`src/rtl/axi_lite_regfile_pkg.sv`:
```
// Shared definitions for the AXI4-Lite register file: response codes,
// write-path FSM states, index-width helper and default 32-bit channel structs.
package axi_lite_regfile_pkg;

  localparam logic [1:0] RESP_OKAY   = 2'b00;
  localparam logic [1:0] RESP_SLVERR = 2'b10;

  typedef enum logic [1:0] {
    WR_COLLECT = 2'd0,
    WR_COMMIT  = 2'd1,
    WR_RESP    = 2'd2
  } wr_state_e;

  // Register-index width; never zero so a single-register file still has a port.
  function automatic int idx_width(input int num_regs);
    return (num_regs > 1) ? $clog2(num_regs) : 1;
  endfunction

  // Default AXI4-Lite channel structs for a 32-bit address / 32-bit data bus.
  typedef struct packed {
    logic [31:0] addr;
    logic [2:0]  prot;
  } ax_chan_t;

  typedef struct packed {
    logic [31:0] data;
    logic [3:0]  strb;
  } w_chan_t;

  typedef struct packed {
    logic [1:0] resp;
  } b_chan_t;

  typedef struct packed {
    logic [31:0] data;
    logic [1:0]  resp;
  } r_chan_t;

  typedef struct packed {
    ax_chan_t aw;
    logic     aw_valid;
    w_chan_t  w;
    logic     w_valid;
    logic     b_ready;
    ax_chan_t ar;
    logic     ar_valid;
    logic     r_ready;
  } req_t;

  typedef struct packed {
    logic    aw_ready;
    logic    w_ready;
    b_chan_t b;
    logic    b_valid;
    logic    ar_ready;
    r_chan_t r;
    logic    r_valid;
  } res_t;

endpackage

```
`src/rtl/axi_lite_regfile_slot.sv`:
```
// One-entry holding register: accepts data while empty, keeps it until cleared.
module axi_lite_regfile_slot
  import axi_lite_regfile_pkg::*;
#(
  parameter int unsigned Width = 32
) (
  input  logic             clk,
  input  logic             rst,
  input  logic             valid,
  input  logic [Width-1:0] data,
  input  logic             clear,
  output logic             ready,
  output logic             full,
  output logic [Width-1:0] q
);

  logic             full_reg;
  logic [Width-1:0] data_reg;

  // Fill on handshake, empty on clear; clear only happens while full so the two never collide.
  always_ff @(posedge clk or posedge rst) begin
    if (rst) begin
      full_reg <= 1'b0;
      data_reg <= '0;
    end else if (clear) begin
      full_reg <= 1'b0;
    end else if (valid && !full_reg) begin
      full_reg <= 1'b1;
      data_reg <= data;
    end
  end

  assign ready = !full_reg;
  assign full  = full_reg;
  assign q     = data_reg;

endmodule

```
`src/rtl/axi_lite_regfile.sv`:
```
// AXI4-Lite slave register file with byte-strobed writes and per-register write pulses.
// Optional feature: define AXI_LITE_REGFILE_SLVERR_EN to answer out-of-range accesses
// with SLVERR instead of OKAY.
module axi_lite_regfile
  import axi_lite_regfile_pkg::*;
#(
  parameter int unsigned AxiAddrWidth = 32,
  parameter int unsigned AxiDataWidth = 32,
  parameter int unsigned NumRegs      = 8,
  parameter type axi_lite_req_t = req_t,
  parameter type axi_lite_res_t = res_t
) (
  input  logic                            clk_i,
  input  logic                            rst_i,
  input  axi_lite_req_t                   slv_req_i,
  output axi_lite_res_t                   slv_res_o,
  output logic [NumRegs*AxiDataWidth-1:0] reg_q_o,
  output logic [NumRegs-1:0]              reg_wr_o
);

  localparam int unsigned StrbW   = AxiDataWidth / 8;
  localparam int unsigned AddrLsb = $clog2(StrbW);
  localparam int unsigned IdxW    = idx_width(int'(NumRegs));

`ifdef AXI_LITE_REGFILE_SLVERR_EN
  localparam logic [1:0] OorResp = RESP_SLVERR;
`else
  localparam logic [1:0] OorResp = RESP_OKAY;
`endif

  logic [AxiDataWidth-1:0] regs_reg [NumRegs];
  logic [NumRegs-1:0]      reg_wr_reg;
  logic [NumRegs-1:0]      wr_hit;

  wr_state_e state_reg, state_next;
  logic [1:0] b_resp_reg;

  logic                    r_valid_reg;
  logic [AxiDataWidth-1:0] r_data_reg;
  logic [1:0]              r_resp_reg;

  // AW / W slots
  logic                          aw_full, aw_ready, w_full, w_ready, commit;
  logic [AxiAddrWidth-1:0]       aw_addr;
  logic [StrbW+AxiDataWidth-1:0] w_q;
  logic [StrbW-1:0]              w_strb;
  logic [AxiDataWidth-1:0]       w_data;

  axi_lite_regfile_slot #(.Width(AxiAddrWidth)) i_aw_slot (
    .clk   (clk_i),
    .rst   (rst_i),
    .valid (slv_req_i.aw_valid),
    .data  (slv_req_i.aw.addr),
    .clear (commit),
    .ready (aw_ready),
    .full  (aw_full),
    .q     (aw_addr)
  );

  axi_lite_regfile_slot #(.Width(StrbW + AxiDataWidth)) i_w_slot (
    .clk   (clk_i),
    .rst   (rst_i),
    .valid (slv_req_i.w_valid),
    .data  ({slv_req_i.w.strb, slv_req_i.w.data}),
    .clear (commit),
    .ready (w_ready),
    .full  (w_full),
    .q     (w_q)
  );

  assign {w_strb, w_data} = w_q;

  // Address decode; the in-range test uses the whole word address so aliases are rejected.
  logic [AxiAddrWidth-1:0] aw_word, ar_word;
  logic                    wr_in_range, ar_in_range;
  logic [IdxW-1:0]         wr_idx, ar_idx;

  assign aw_word     = aw_addr >> AddrLsb;
  assign ar_word     = slv_req_i.ar.addr >> AddrLsb;
  assign wr_in_range = aw_word < AxiAddrWidth'(NumRegs);
  assign ar_in_range = ar_word < AxiAddrWidth'(NumRegs);
  assign wr_idx      = aw_word[IdxW-1:0];
  assign ar_idx      = ar_word[IdxW-1:0];

  // A commit needs both halves of the write and a free B channel.
  assign commit = aw_full && w_full && (state_reg != WR_RESP);

  // Write FSM state register.
  always_ff @(posedge clk_i or posedge rst_i) begin
    if (rst_i) state_reg <= WR_COLLECT;
    else       state_reg <= state_next;
  end

  // Write FSM next state; slots may already be refilled when B is accepted.
  always_comb begin
    state_next = state_reg;
    case (state_reg)
      WR_COLLECT, WR_COMMIT: begin
        if (commit)                state_next = WR_RESP;
        else if (aw_full && w_full) state_next = WR_COMMIT;
      end
      WR_RESP: begin
        if (slv_req_i.b_ready) state_next = (aw_full && w_full) ? WR_COMMIT : WR_COLLECT;
      end
      default: state_next = WR_COLLECT;
    endcase
  end

  // Byte merge of the write data into the addressed register's current value.
  logic [AxiDataWidth-1:0] wr_merged;
  always_comb begin
    wr_merged = regs_reg[wr_idx];
    for (int b = 0; b < int'(StrbW); b++) begin
      if (w_strb[b]) wr_merged[8*b +: 8] = w_data[8*b +: 8];
    end
  end

  // Register storage and write response, updated on commit.
  always_ff @(posedge clk_i or posedge rst_i) begin
    if (rst_i) begin
      for (int i = 0; i < int'(NumRegs); i++) regs_reg[i] <= '0;
      b_resp_reg <= RESP_OKAY;
      reg_wr_reg <= '0;
    end else begin
      reg_wr_reg <= wr_hit;
      if (commit) begin
        b_resp_reg <= wr_in_range ? RESP_OKAY : OorResp;
        if (wr_in_range) regs_reg[wr_idx] <= wr_merged;
      end
    end
  end

  // Per-register write strobe and flat output of the register contents.
  for (genvar gi = 0; gi < int'(NumRegs); gi++) begin : g_regs
    assign wr_hit[gi] = commit && wr_in_range && (wr_idx == IdxW'(gi));
    assign reg_q_o[gi*AxiDataWidth +: AxiDataWidth] = regs_reg[gi];
  end

  // Read channel: capture on AR handshake, hold until R is accepted.
  always_ff @(posedge clk_i or posedge rst_i) begin
    if (rst_i) begin
      r_valid_reg <= 1'b0;
      r_data_reg  <= '0;
      r_resp_reg  <= RESP_OKAY;
    end else if (slv_req_i.ar_valid && !r_valid_reg) begin
      r_valid_reg <= 1'b1;
      r_data_reg  <= ar_in_range ? regs_reg[ar_idx] : '0;
      r_resp_reg  <= ar_in_range ? RESP_OKAY : OorResp;
    end else if (r_valid_reg && slv_req_i.r_ready) begin
      r_valid_reg <= 1'b0;
    end
  end

  // Response bundle; every field comes straight from a register.
  always_comb begin
    slv_res_o          = '0;
    slv_res_o.aw_ready = aw_ready;
    slv_res_o.w_ready  = w_ready;
    slv_res_o.b.resp   = b_resp_reg;
    slv_res_o.b_valid  = (state_reg == WR_RESP);
    slv_res_o.ar_ready = !r_valid_reg;
    slv_res_o.r.data   = r_data_reg;
    slv_res_o.r.resp   = r_resp_reg;
    slv_res_o.r_valid  = r_valid_reg;
  end

  assign reg_wr_o = reg_wr_reg;

  logic unused_prot;
  assign unused_prot = ^{slv_req_i.aw.prot, slv_req_i.ar.prot};

endmodule

```
`config.mk`:
```
export PLATFORM = sky130hd
export DESIGN_NAME = axi_lite_regfile
export DESIGN_NICKNAME = d
export VERILOG_FILES = /design/src/rtl/axi_lite_regfile_pkg.sv /design/src/rtl/axi_lite_regfile_slot.sv /design/src/rtl/axi_lite_regfile.sv
export SDC_FILE = /design/constraint.sdc
export NUM_CORES = 1
export LEC_CHECK = 0
export CAP_MARGIN = 20
export CORE_UTILIZATION = 50
export CTS_BUF_LIST = sky130_fd_sc_hd__clkbuf_16
export DETAILED_ROUTE_END_ITERATION = 10
export PLACE_DENSITY = 0.79
export SYNTH_ARGS = -nofsm -noshare
export SYNTH_HDL_FRONTEND = slang
export SYNTH_HIERARCHICAL = 1
export SYNTH_SLANG_ARGS = --single-unit
```
`constraint.sdc`:
```
create_clock -name clk_i -period 18.15 [get_ports clk_i]
set_input_delay 3.63 -clock clk_i [delete_from_list [all_inputs] [get_ports clk_i]]
set_output_delay 3.63 -clock clk_i [all_outputs]
set_load 0.03 [all_outputs]
```
==> impl_metrics.yaml, run 1 <==
outcome:
  outcome: "completed"
final_layout:
  nets: 2039
  multiInputGateArea_um2: 9410
  fill_cells: 2954
  layout-drive-gt1-share_pct: 12.4
  largest_reg_flops: 256
  seqCellArea_um2: 9190
  areaGrowthSynthToFinish_pct: 26.6
global_route:
  grt_antenna_before_repair: 4
  grt_pass1_vias: 17579
  grt_max_degree: 256
  grt_pass1_wl_um: 112000
  gr-total-overflow: 0
  grt_usage_pct: 35.6
pwr:
  ir_drop_mv: 0.0994
  power_mw: 2.87
  power.density_nw_per_um2: 115
  leakagePower_nw: 10.1
clock_tree:
  cts_root_buf: "clkbuf_16"
  numCtsBuffers: 41
  clkSinkCount: 367
  clkTransAtPathRegs_ns: 0.05
  cts_max_level: 2
  cts_hold_buffers: 0
  postCtsResizedCells: 0
  clk-insertion-delay-late_ns: 0.55
  clock_path_buffers: 3
  cts_setup_buffers: 0
  tritoncts: "yes"
critical_path:
  r2r_end: "reg_q_o[199]"
  timing.rr.start: "i_aw_slot/q[10]"
  critPathBufInv: 2
  reg2reg_setup_slack_ns: 13.86
  critical_path_required_ns: 18.58
  crit_fanout: 34
  cp-end-kind: "register"
  cpPeakStageDelay_ns: 1.25
  reg2reg_depth: 6
  cp_top_family: "simple AND/OR/NAND/NOR gates"
  crit_type: "in -> reg"
  cp-start-kind: "primary input"
  cpMaxStageDelayCell: "or4_2"
  critPathArrivalTime_ns: 6.15
  path_cells: "clkdlybuf4s50_1 -> nand2_2 -> buf_4 -> or4_2 -> o21ai_0"
drt:
  vias: 18184
  ant_nets: 0
  wl_per_cell_um: 29.5
  first_pass_iters: 8
  wirelength_um: 73200
  via_per_inst: 7.34
  drtIter0Drc: 2104
  drc_errors: 0
floorplan:
  start_util_pct: 50.8
  num_io_pins: 418
  dieHeight_um: 200
  core-area_um2: 38700
  rows: 72
  die_x_um: 200
  die_area_um2: 40100
timing:
  setup_viol: 0
  hold-worst-slack_ns: 0.480
  fin_crit_ns: 5.72
  finalClockSkew_ns: 0.0135
  slew_headroom_pct: 15.5
  rsz0062_at_grt: "no"
  setup_ws_ns: 12.43
  period_share_pct: 31.5
  fmax_ghz: 0.175
  worst_pin_slew_ns: 1.27
  tns_ns: 0
  hold_viol: 0
  drv_slew: 0
yosys:
  synth_area_um2: 19700
  syn_avg_cell_area_um2: 11.7
  syn_inst: 1679
  yosys_warnings: 6
placement:
  hpwl_um: 43500
  place_congestion: 0.856
  pre_cts_ws_ns: 11.90
  place.port_buffers: 403
hold_path:
  holdPathEnd: "r_data_reg[15]"
  hold_depth: 2
  hp-class: "reg -> reg"
  worstHoldStart: "r_data_reg[15]"
flow_run:
  max_cap_viol_count: 0
tightest hold or removal path, delay by kind of cell, from the launching register on:
family | cells | cell delay (ns)
compound gates | 1 | 0.06
flops | 1 | 0.34
simple gates | 1 | 0.05
placed cells by master, fill, tap and decap left out, types with 2 or more instances in the layout:
| cell type | n |
|---|---|
| clkdlybuf4s50_1 | 400 |
| dfrtp_1 | 366 |
| a31oi_1 | 279 |
| a41oi_1 | 248 |
| mux2i_1 | 161 |
| mux4_2 | 64 |
| a22oi_1 | 62 |
| nand2_1 | 41 |
| clkbuf_16 | 41 |
| mux2_2 | 38 |
| and2_1 | 32 |
| mux2_4 | 30 |
| buf_4 | 29 |
| inv_1 | 25 |
| o21ai_0 | 20 |
| o21ai_1 | 14 |
| clkinv_1 | 13 |
| nor4_1 | 11 |
| nand4_1 | 9 |
| nor2_1 | 8 |
| clkinv_2 | 6 |
| nor2_4 | 5 |
| diode_2 | 4 |
| conb_1 | 4 |
| nand2b_1 | 3 |
| bufinv_16 | 3 |
| and2_4 | 2 |
| nor3_1 | 2 |
| nor4_4 | 2 |
| nor2b_4 | 2 |
| and2_2 | 2 |
| o41ai_1 | 2 |
| o31ai_1 | 2 |
| nor3_2 | 2 |
| nor3b_4 | 2 |
| mux2_1 | 2 |
| buf_16 | 2 |
| buf_12 | 2 |
area by class of cell:
| class | instances | area share (%) |
|---|---|---|
| Timing Repair Buffer | 434 | 17.4 |
| Clock inverter | 31 | 0.854 |
| Tap cell | 518 | 2.60 |
| Sequential cell | 367 | 36.9 |
| Multi-Input combinational cell | 1062 | 37.8 |
| Inverter | 20 | 0.332 |
| Clock buffer | 41 | 4.12 |
| Antenna cell | 4 | 0.0402 |
metrics by stage:
stage / utilization (%) / instances / cell area [um^2]
4_1_cts: 64.1 / 2471 / 24800
3_3_place_gp: 60.9 / 2399 / 23600
2_1_floorplan: - / 1682 / 19700
6_report: 64.3 / 2477 / 24900
3_5_place_dp: 60.9 / 2399 / 23600
5_1_grt: 64.3 / 2473 / 24900
metal layers:
metal	track usage [%]	routed length [um]	vias to the layer above
met3	10.8	9080	248
met4	15.8	3350	0
met2	54.6	34200	1432
met5	0	0	-
li1	-	-	7381
met1	46.8	26500	9123
worst max-delay path by stage:
stage | start | cells after the start | slack, ns | end
floorplan | rst_i | 1 | 6.26 | r_data_reg[0]
global route | slv_req_i[1] | 5 | 12.37 | r_data_reg[22]
CTS | slv_req_i[1] | 5 | 12.46 | r_data_reg[20]
finish | slv_req_i[1] | 5 | 12.43 | r_data_reg[20]
global placement | slv_req_i[1] | 5 | 12.01 | r_data_reg[25]
detailed placement | slv_req_i[1] | 5 | 11.90 | r_data_reg[20]
report_power, final:
part | internal [mW] | leakage, nW | switching, mW
sequential | 0.900 | 4.98 | 0.0925
combinational | 0.332 | 4.48 | 0.755
clock | 0.451 | 0.641 | 0.343
No activity file was read; power rests on OpenSTA's default activity.
==> run 2, diff against run 1 <==
==> constraint.sdc (replaced) <==
create_clock -name clk_i -period 5.8 [get_ports clk_i]
set_input_delay 1.16 -clock clk_i [delete_from_list [all_inputs] [get_ports clk_i]]
set_output_delay 1.16 -clock clk_i [all_outputs]
set_load 0.03 [all_outputs]
==> run 2 against run 1 <==
Effect of this change: register-to-register slack lost 12 ns; critical endpoint is now reg_q_o[99]; largest cell class unchanged; via count decreased by 0.14%; first-iteration DRC count is 13% higher.
==> impl_metrics.yaml, run 2 (synthesis results as in run 1) <==
critical_path:
  r2r_end: "reg_q_o[99]"
  cpMaxStageDelayCell: "nor2b_4"
  crit_type: "reg -> reg"
  cp-start-kind: "register"
  critPathBufInv: 1
  reg2reg_setup_slack_ns: 2.26
  crit_top_cell: "a31oi_1"
  cp-end-kind: "register"
  crit_path_end: "reg_q_o[99]"
  reg2reg_depth: 5
  timing.rr.start: "i_aw_slot/q[3]"
  critPathArrivalTime_ns: 3.94
  critPathLaunch: "i_aw_slot/q[3]"
  cpPeakStageDelay_ns: 0.78
  crit_fanout: 40
  critical_path_required_ns: 6.20
  cp_top_family: "compound AO/OA/AOI/OAI gates"
  path_cells: "nor2b_4 -> buf_4 -> a22oi_1 -> a31oi_1 -> a31oi_1"
  cp.depth: 5
timing:
  period_share_pct: 61.1
  fin_crit_ns: 3.54
  slew_headroom_pct: 7.96
  drv_slew: 0
  setup_ws_ns: 2.26
  fmax_ghz: 0.282
  finalClockSkew_ns: 0.0150
  setup_viol: 0
  worst_pin_slew_ns: 1.38
  rsz0062_at_grt: "no"
  tns_ns: 0
  hold_viol: 0
final_layout:
  final_area_um2: 25000
  mostFrequentLayoutCells: "clkdlybuf4s50_1, dfrtp_1, a31oi_1"
  areaGrowthSynthToFinish_pct: 27.3
  nets: 2043
  layout-drive-gt1-share_pct: 12.6
  largest_reg_flops: 256
  final_common_cell: "clkdlybuf4s50_1"
pwr:
  power_mw: 9.13
  switching_power_mw: 3.79
  leakagePower_nw: 10.2
  pwr-share-comb_pct: 37.4
  intPower_mw: 5.34
  pwr-share-seq_pct: 34.6
  power.density_nw_per_um2: 365
  sw_frac_of_total_pct: 41.6
  clock_power_share_pct: 28.0
  ir_drop_mv: 0.268
global_route:
  gr-usage-met1_pct: 48.0
  gr-usage-met2_pct: 56.1
  gr-max-usage-layer: "met2"
  grt_antenna_before_repair: 8
  met3_usage_pct: 9.93
  grt_pass1_vias: 18310
  grt_max_degree: 256
  grt_pass1_wl_um: 115000
  gr-total-overflow: 0
  grt_usage_pct: 37.0
hold_path:
  hp-class: "reg -> reg"
drt:
  via_per_inst: 7.31
  wirelength_um: 75200
  drc_errors: 0
  vias: 18158
  wl_per_cell_um: 30.3
  first_pass_iters: 6
  drtIter0Drc: 2388
  ant_nets: 0
clock_tree:
  cts_hold_buffers: 0
  clk-insertion-delay-late_ns: 0.57
  clkTransAtPathRegs_ns: 0.06
  cts_root_buf: "clkbuf_16"
  cts_setup_buffers: 0
  tritoncts: "yes"
  cts_max_level: 2
  numCtsBuffers: 41
  clock_path_buffers: 3
  clkSinkCount: 367
  postCtsResizedCells: 0
floorplan:
  start_util_pct: 50.8
  rows: 72
  dieHeight_um: 200
  die_x_um: 200
  core-area_um2: 38700
  num_io_pins: 418
  die_area_um2: 40100
placement:
  place_congestion: 0.847
  place.port_buffers: 403
  hpwl_um: 43900
  placed_area_um2: 23700
  pre_cts_ws_ns: 2.16
flow_run:
  max_cap_viol_count: 0
outcome:
  outcome: "completed"
run 2: changes by cell type in the layout (fill, tap and decap cells not counted), sizes merged:
cell	change
diode	+3
clkinvlp	+1
clkbuf	+2
buf	+4
inv	+4
clkinv	-6
run 2: layout make-up:
type	count	area, um^2
inverters	20	78.8
multi-input cells	1062	9410
repair buffers	438	4420
fillers	2938	13700
clock inverters	30	203
well taps	518	648
flip-flops and latches	367	9190
diodes	7	17.5
clock buffers	43	1080
run 2: worst min path at each step:
| stage | from | end | slack [ns] | cells after the start |
|---|---|---|---|---|
| detailed placement | r_data_reg[29] | r_data_reg[29] | 0.48 | 2 |
| finish | r_data_reg[18] | r_data_reg[18] | 0.48 | 2 |
| global placement | state_reg[1] | state_reg[1] | 0.45 | 1 |
| CTS | state_reg[1] | state_reg[1] | 0.48 | 1 |
| floorplan | state_reg[1] | state_reg[1] | 0.44 | 1 |
| global route | r_data_reg[21] | r_data_reg[21] | 0.51 | 2 |
run 2: layer usage:
metal  wire length (um)  vias up  part of all wire, %
met4               3900        2                  5.2
met2              34900     1437                   46
met5                 13        -                0.017
met1              27300     9089                   36
li1                   -     7377                    -
met3               9160      253                   12
run 2: per-stage QoR:
step / hold slack, ns / utilization, % / instances
finish: 0.482 / 64.6 / 2485
floorplan: 0.438 / - / 1682
global placement: 0.453 / 61.1 / 2402
global route: 0.511 / 64.6 / 2480
detailed placement: 0.476 / 61.1 / 2402
CTS: 0.484 / 64.4 / 2475
run 2: power by group through the flow:
stage	combinational (mW)	sequential (mW)	clock, mW
finish	3.42	3.16	2.55
floorplan	2.39	2.97	0
global placement	3.20	3.17	0
global route	3.53	3.19	2.66
detailed placement	3.26	3.19	0
CTS	3.28	3.15	2.57
run 2: worst register-to-register path, cell delays in order, from the launching register on:
cell and delay (ns):
dfrtp_1 0.71, nor2b_4 0.78, buf_4 0.67, a22oi_1 0.22, a31oi_1 0.78, a31oi_1 0.21
